File: src/rtl/mem_ctrl_arbiter.sv
// Shares the single memory bus between dcache and icache and routes load returns to the tag owner.
// Build option: define MEM_ARB_FAIR_EN to force an icache grant after STARVE_LIMIT lost arbitrations.
module mem_ctrl_arbiter #(
    parameter int unsigned XLEN         = 32,
    parameter int unsigned STARVE_LIMIT = 4
) (
    input  logic            clock,
    input  logic            reset,

    input  logic [1:0]      dcache2ctlr_command,
    input  logic [XLEN-1:0] dcache2ctlr_addr,
    input  logic [63:0]     dcache2ctlr_data,
    output logic [3:0]      Ctlr2dcache_response,
    output logic [63:0]     Ctlr2dcache_data,
    output logic [3:0]      Ctlr2dcache_tag,

    input  logic [1:0]      icache2ctlr_command,
    input  logic [XLEN-1:0] icache2ctlr_addr,
    output logic [3:0]      Ctlr2icache_response,
    output logic [63:0]     Ctlr2icache_data,
    output logic [3:0]      Ctlr2icache_tag,

    output logic [1:0]      proc2mem_command,
    output logic [XLEN-1:0] proc2mem_addr,
    output logic [63:0]     proc2mem_data,
    input  logic [3:0]      mem2proc_response,
    input  logic [63:0]     mem2proc_data,
    input  logic [3:0]      mem2proc_tag
);

    localparam int unsigned NUM_TAGS = 16;
    localparam int unsigned CNT_W    = 4;
    localparam logic [1:0]  BUS_NONE = 2'd0;
    localparam logic [1:0]  BUS_LOAD = 2'd1;

    if (STARVE_LIMIT == 0 || STARVE_LIMIT > 15) begin : g_starve_limit_check
        $error("mem_ctrl_arbiter: STARVE_LIMIT must be in 1..15");
    end

    logic dcache_req_c;
    logic icache_req_c;
    logic force_icache_c;
    logic icache_win_c;
    logic dcache_win_c;
    logic [1:0] winner_cmd_c;
    logic alloc_c;
    logic ret_hit_c;
    logic ret_owner_c;

    // Per-tag ownership: valid bit plus owner (0 = dcache, 1 = icache); tag 0 never valid.
    logic [NUM_TAGS-1:0] valid_q;
    logic [NUM_TAGS-1:0] valid_d;
    logic [NUM_TAGS-1:0] owner_q;
    logic [NUM_TAGS-1:0] owner_d;

    always_comb begin
        dcache_req_c = (dcache2ctlr_command != BUS_NONE);
        icache_req_c = (icache2ctlr_command != BUS_NONE);
    end

`ifdef MEM_ARB_FAIR_EN
    logic [CNT_W-1:0] starve_cnt_q;
    logic [CNT_W-1:0] starve_cnt_d;

    always_comb begin
        force_icache_c = icache_req_c && (starve_cnt_q == CNT_W'(STARVE_LIMIT));
    end

    // Counts consecutive icache losses, saturating at the limit.
    always_comb begin
        starve_cnt_d = '0;
        if (icache_req_c && !icache_win_c) begin
            if (starve_cnt_q == CNT_W'(STARVE_LIMIT)) begin
                starve_cnt_d = starve_cnt_q;
            end else begin
                starve_cnt_d = starve_cnt_q + CNT_W'(1);
            end
        end
    end

    always_ff @(posedge clock) begin
        if (reset) begin
            starve_cnt_q <= '0;
        end else begin
            starve_cnt_q <= starve_cnt_d;
        end
    end
`else
    always_comb begin
        force_icache_c = 1'b0;
    end
`endif

    always_comb begin
        icache_win_c = icache_req_c && (!dcache_req_c || force_icache_c);
        dcache_win_c = dcache_req_c && !icache_win_c;
        winner_cmd_c = BUS_NONE;
        if (dcache_win_c) begin
            winner_cmd_c = dcache2ctlr_command;
        end else if (icache_win_c) begin
            winner_cmd_c = icache2ctlr_command;
        end
        alloc_c     = (mem2proc_response != '0) && (winner_cmd_c == BUS_LOAD);
        ret_hit_c   = (mem2proc_tag != '0) && valid_q[mem2proc_tag];
        ret_owner_c = owner_q[mem2proc_tag];
    end

    // Clear on return first so a same-cycle re-accept of that tag wins.
    always_comb begin
        valid_d = valid_q;
        owner_d = owner_q;
        if (ret_hit_c) begin
            valid_d[mem2proc_tag] = 1'b0;
        end
        if (alloc_c) begin
            valid_d[mem2proc_response] = 1'b1;
            owner_d[mem2proc_response] = icache_win_c;
        end
        valid_d[0] = 1'b0;
        owner_d[0] = 1'b0;
    end

    always_ff @(posedge clock) begin
        if (reset) begin
            valid_q <= '0;
            owner_q <= '0;
        end else begin
            valid_q <= valid_d;
            owner_q <= owner_d;
        end
    end

    // Forward path, accept steering and return routing; everything held at 0 in reset.
    always_comb begin
        proc2mem_command     = BUS_NONE;
        proc2mem_addr        = '0;
        proc2mem_data        = '0;
        Ctlr2dcache_response = '0;
        Ctlr2dcache_data     = '0;
        Ctlr2dcache_tag      = '0;
        Ctlr2icache_response = '0;
        Ctlr2icache_data     = '0;
        Ctlr2icache_tag      = '0;
        if (!reset) begin
            if (dcache_win_c) begin
                proc2mem_command     = dcache2ctlr_command;
                proc2mem_addr        = dcache2ctlr_addr;
                proc2mem_data        = dcache2ctlr_data;
                Ctlr2dcache_response = mem2proc_response;
            end else if (icache_win_c) begin
                proc2mem_command     = icache2ctlr_command;
                proc2mem_addr        = icache2ctlr_addr;
                Ctlr2icache_response = mem2proc_response;
            end
            if (ret_hit_c) begin
                if (ret_owner_c) begin
                    Ctlr2icache_data = mem2proc_data;
                    Ctlr2icache_tag  = mem2proc_tag;
                end else begin
                    Ctlr2dcache_data = mem2proc_data;
                    Ctlr2dcache_tag  = mem2proc_tag;
                end
            end
        end
    end

endmodule
File: config.mk
export PLATFORM = sky130hd
export DESIGN_NAME = mem_ctrl_arbiter
export DESIGN_NICKNAME = d
export VERILOG_FILES = /design/src/rtl/mem_ctrl_arbiter.sv
export SDC_FILE = /design/constraint.sdc
export NUM_CORES = 1
export LEC_CHECK = 0
export ABC_AREA = 1
export BUFFER_PORTS_ARGS = -buffer_cell sky130_fd_sc_hd__buf_4
export CAP_MARGIN = 25
export CORE_AREA = 5 5 172 174
export CTS_BUF_LIST = sky130_fd_sc_hd__clkbuf_8 sky130_fd_sc_hd__clkbuf_16
export DETAILED_ROUTE_END_ITERATION = 10
export DIE_AREA = 0 0 177 179
export GPL_ROUTABILITY_DRIVEN = 0
export GPL_TIMING_DRIVEN = 0
export PLACE_DENSITY = 0.47
export SYNTH_ARGS = -nofsm -noshare
export SYNTH_HDL_FRONTEND = slang
export SYNTH_SLANG_ARGS = --single-unit
File: constraint.sdc
create_clock -name clock -period 1.7 [get_ports clock]
set_input_delay 0.255 -clock clock [delete_from_list [all_inputs] [get_ports clock]]
set_output_delay 0.255 -clock clock [all_outputs]
set_load 0.01 [all_outputs]
Word level (Yosys, flattened, before mapping) --
Cells that the tools add are included.
Word-level totals: bits in registers 32, output and inout port bits 242, word-level logic and storage cells 60
Operators by class: magnitude comparators 4, equal/unequal tests 1, mux-type cells 36, bitwise gates (word level) 3, reduce and logical (&&, ||, !) cells 12
Operators with widths (count):
- 64-bit 2-to-1 mux | 8
- 32-bit 2-to-1 mux | 3
- 4-bit 2-to-1 mux | 11
- 16-bit 2-to-1 mux | 2
- 16-bit AND | 1
- 16-bit bitwise mux | 1
- 16-bit NOT | 1
- 16-bit bitwise OR | 1
- 4-bit by 5-bit < comparator with 1-bit output, second input constant | 2
- 1-bit binary-select mux with 4-bit select | 2
- 1-bit demux with 4-bit select | 2
- 4-bit by 1-bit greater-or-equal comparator with 1-bit output, second input constant | 2
- 4-bit nonzero test | 2
- 1-bit logical AND | 6
- 2-bit 2-to-1 mux | 3
- 1-bit 2-to-1 mux | 4
- 2-bit nonzero test | 2
- 2-bit by 1-bit == test with 1-bit output, second input constant | 1
- 1-bit zero test | 2

Depth between registers and ports, before layout --
depth in word-level cells 9, depth in mapped cells 14, gate-level depth less buffers 11

Least setup slack after synthesis --
Ideal clock, no wire load.
path kind input -> output, start point input port mem2proc_tag[1], end point output port Ctlr2dcache_data[43], data arrival time 1.500 ns, data required time 1.445 ns, setup slack -0.055 ns, stages on the path 11, path buffers 4, path through buf_2 -> buf_2 -> nand3_1 -> nand2_1 -> nor2_1 -> nor2_1 -> nor2_1 -> nand2_2 -> buf_4 -> buf_6 -> nor2_1
Between the ends: cells in the longest elaborated chain, start to end 5, elaborated cells on any way between the ends 9, classes of those cells mux (7); reduce/logical (2)
Ends and longest elaborated chain:
- from (decl) | line 28 | input logic [3:0] mem2proc_tag
- 1-bit binary-select mux with 4-bit select (on tied branches) | line 105, 104
- 1-bit 2-to-1 mux (on tied branches) | line 105, 104
- 64-bit 2-to-1 mux / 1-bit logical AND (equally long branches) | line 156, 104
- 64-bit 2-to-1 mux * | line 155 | if (ret_hit_c) begin
- 64-bit 2-to-1 mux * | line 144 | if (!reset) begin
- to (decl) | line 14 | output logic [63:0] Ctlr2dcache_data,
Mark *: on every way between the ends. The rest lies on a longest branch, timed or not. The select of a mux whose other input is x is not followed.

Worst setup path after layout --
start point input port mem2proc_tag[0], end point output port Ctlr2dcache_data[5]
Same word-level chain as after synthesis.

==> insert_results.sql <==
INSERT INTO impl_metrics (metric_group, metric, value, unit) VALUES
('logic_synthesis', 'synth.yosys.warnings', '0', ''),
('setup_path', 'worst-endpoint-arrival', '1.87', 'ns'),
('floorplanning', 'floorplan_core_area', '0.0276', 'mm²'),
('logic_synthesis', 'number_of_enable_type_register_cells_in_the_synthesized_netlist', '0', ''),
('cts', 'cts_root_buffer', 'clkbuf_16', ''),
('global_routing', 'groute.layer.met2.usage', '35.2', '%'),
('logic_synthesis', 'synth_flop_cell', 'dfxtp_1', ''),
('logic_synthesis', 'netlist_top_cells_count', 'nand2_1, nor2_1, inv_1', ''),
('timing', 'fin_ws', '-0.428', 'ns'),
('power', 'cellLeakagePower', '5.73', 'nW'),
('floorplanning', 'die_h', '179', 'µm'),
('timing', 'clock_skew', '0.0000761', 'ns'),
('timing', 'report.final.hold_viol_count', '0', ''),
('logic_synthesis', 'synthMostInstantiatedCell', 'nand2_1', ''),
('logic_synthesis', 'synthArstFlopShare', '0', '%'),
('timing', 'endpoints_failing_setup', '136', ''),
('timing', 'time_the_worst_path_needs_with_i_o_delays_and_setup', '2.13', 'ns'),
('cts', 'cts_buffer_depth', '2', ''),
('route', 'detail_routed_via_count_per_cell', '4.05', ''),
('route', 'detailed_routing_iterations_pass_1', '5', ''),
('final_layout', 'final_layout_size_suffix_gt1_share', '50.5', '%'),
('cts', 'numClockSinks', '30', ''),
('global_routing', 'grt.overflow.total', '0', ''),
('final_layout', 'multi_input_area', '0.00338', 'mm²'),
('logic_synthesis', 'synth_seq_area_share', '14.3', '%'),
('setup_path', 'crit_chain', 'buf_8 > buf_8 > buf_6 > buf_6 > nand2_2 > nand2_1 > nand2_1 > nand2_1 > nand2_1 > nand2_1 > inv_2 > nand2_4 > buf_12 > buf_12 > buf_8 > nand2_2 > nor2_1 > buf_4', ''),
('power', 'max-vdd-ir-drop', '0.344', 'mV'),
('status', 'status', 'finished, violations left', ''),
('placement', 'post-place-ws', '-1.07', 'ns'),
('floorplanning', 'die_w', '177', 'µm'),
('final_layout', 'layout-area-overhead-vs-synth', '137', '%'),
('global_routing', 'met3_usage', '4.37', '%'),
('timing', 'final-max-slew-violation-count', '0', ''),
('global_routing', 'grt.total_usage', '17.8', '%'),
('setup_path', 'cpMaxStageDelayCell', 'buf_12', ''),
('logic_synthesis', 'postSynthRegisterBits', '30', ''),
('route', 'drtAntennaViolNets', '0', ''),
('floorplanning', 'std_cell_rows', '61', ''),
('setup_path', 'worst_ep_required_time', '1.44', 'ns'),
('timing', 'worst-slew-pin-transition', '0.593', 'ns'),
('final_layout', 'fillCellCount', '3105', ''),
('setup_path', 'slowest_delay', '0.16', 'ns'),
('cts', 'htree_levels', '2', ''),
('setup_path', 'cp_common_cell', 'nand2_1', ''),
('logic_synthesis', 'yosysTopAreaCellShare', '21.0', '%'),
('cts', 'cts_buffers', '5', ''),
('timing', 'slew-limit-headroom', '60.5', '%'),
('placement', 'io_buffers', '446', ''),
('global_routing', 'grt_antenna_before_repair', '1', ''),
('route', 'drt_iter0_markers', '220', ''),
('power', 'powerDensity', '296', 'mW/mm²'),
('logic_synthesis', 'syn_avg_cell_area', '4.70', 'µm²'),
('global_routing', 'pin_count_of_the_biggest_net_entering_global_routing', '11', ''),
('timing', 'min_period_over_period', '125', '%'),
('floorplanning', 'boundaryPins', '448', ''),
('logic_synthesis', 'cell_count_after_synthesis', '892', ''),
('cts', 'tritoncts', 'yes', ''),
('cts', 'clk-insertion-delay-late', '0.27', 'ns'),
('timing', 'hold_ws', '0.341', 'ns'),
('status', 'violations_in_the_final_reports', 'negative setup slack', ''),
('run', 'cap_viol_max_count', '0', ''),
('setup_path', 'crit_path_capture_type', 'output pin', ''),
('placement', 'dp_hpwl', '25.9', 'mm'),
('final_layout', 'sequential_cell_area', '606', 'µm²'),
('timing', 'timing.fmax', '470', 'MHz'),
('route', 'wl_per_cell', '17.8', 'µm'),
('route', 'vias', '7087', ''),
('worst_hold_path', 'timing.hold.worst.class', 'in2reg', ''),
('route', 'drt-total-wl', '31.1', 'mm'),
('route', 'remaining_drc_errors', '0', ''),
('logic_synthesis', 'netlist-cell-type-count', '20', '');
-- final cells by class --
| class | count | area share, % |
|---|---|---|
| clock inverter | 2 | 0.0756 |
| timing repair buffer | 479 | 41.2 |
| multi-input combinational | 618 | 34.1 |
| inverter | 190 | 7.39 |
| sequential | 30 | 6.10 |
| tap | 378 | 4.77 |
| antenna | 1 | 0.0252 |
| buffer | 49 | 5.08 |
| clock buffer | 5 | 1.26 |
-- metal layers --
layer	share of wire, %	routed length [µm]
met1	35	11000
met2	54	16900
met3	7.8	2440
met4	2.6	809
met5	0	0
-- worst paths after layout --
kind / cells after the start / to / startpoint / slack, ns
max: 18 / Ctlr2dcache_data[5] / mem2proc_tag[0] / -0.43
max reg2reg: 5 / valid_q[3] / valid_q[1] / 0.74
min reg2reg: 2 / owner_q[2] / owner_q[2] / 0.47
min: 4 / owner_q[1] / mem2proc_response[1] / 0.34
-- flip-flops by register name, summed over array words and instances (netlist names) --
register and count:
owner_q 15, valid_q 15
-- cells in the final DEF, fill, tap and decap left out, types with 2 or more instances in the layout --
| cell type | n |
|---|---|
| buf_4 | 394 |
| nand2_1 | 191 |
| inv_1 | 184 |
| nor2_1 | 137 |
| buf_6 | 74 |
| nor2_4 | 63 |
| nand3_1 | 55 |
| nor2_2 | 47 |
| o21ai_0 | 34 |
| nand2_4 | 31 |
| a21oi_1 | 28 |
| dfxtp_1 | 26 |
| buf_12 | 19 |
| nand2_2 | 15 |
| clkbuf_1 | 11 |
| nor3_1 | 8 |
| clkbuf_2 | 7 |
| clkbuf_16 | 7 |
| buf_8 | 6 |
| clkbuf_8 | 4 |
| o21ai_1 | 4 |
| inv_2 | 4 |
| buf_16 | 4 |
| dfxtp_2 | 4 |
| clkbuf_4 | 3 |
| o21ai_4 | 2 |
| buf_1 | 2 |
| buf_2 | 2 |
| nand3_2 | 2 |
-- metrics by stage --
stage                     util (%)  area, µm²  power, W  TNS (ns)  std cells
after floorplan                  -       4260   0.00119    -0.261        892
after global placement        29.2       8080   0.00200   -126.77       1716
after detailed placement      29.2       8080   0.00200   -126.93       1716
after CTS                     33.9       9380   0.00294    -47.37       1751
after global routing          35.9       9920   0.00310    -58.59       1752
final                         35.9       9920   0.00294    -45.32       1752
-- critical path: cells and delay by family --
family | cells | cell delay, ns
buf+inv | 9 | 1.12
simple gates | 9 | 0.48
-- timing repair --
item                                    CTS  global route
endpoints found under the setup margin  248           172
gates resized for setup                 242           155
endpoints found under the hold margin     0             0
hold buffers                              0             0
pin swaps                                21            13
setup buffers                            21             7
gates cloned                              7             2
-- logic make-up (layout without fill, tap and decap cells) --
logic type,after synthesis,after routing,synth area share [%]
compound gates,69,69,8.24
other cells,0,1,0
simple gates,549,549,53.4
flops,30,30,14.3
buf+inv,244,725,24.1
-- power by group --
part	switching [W]	internal, W	total [W]
combinational	0.000737	0.000672	0.00141
clock	0.000291	0.000522	0.000813
sequential	0.00000321	0.000711	0.000714
(Power assumes the default switching activity.)
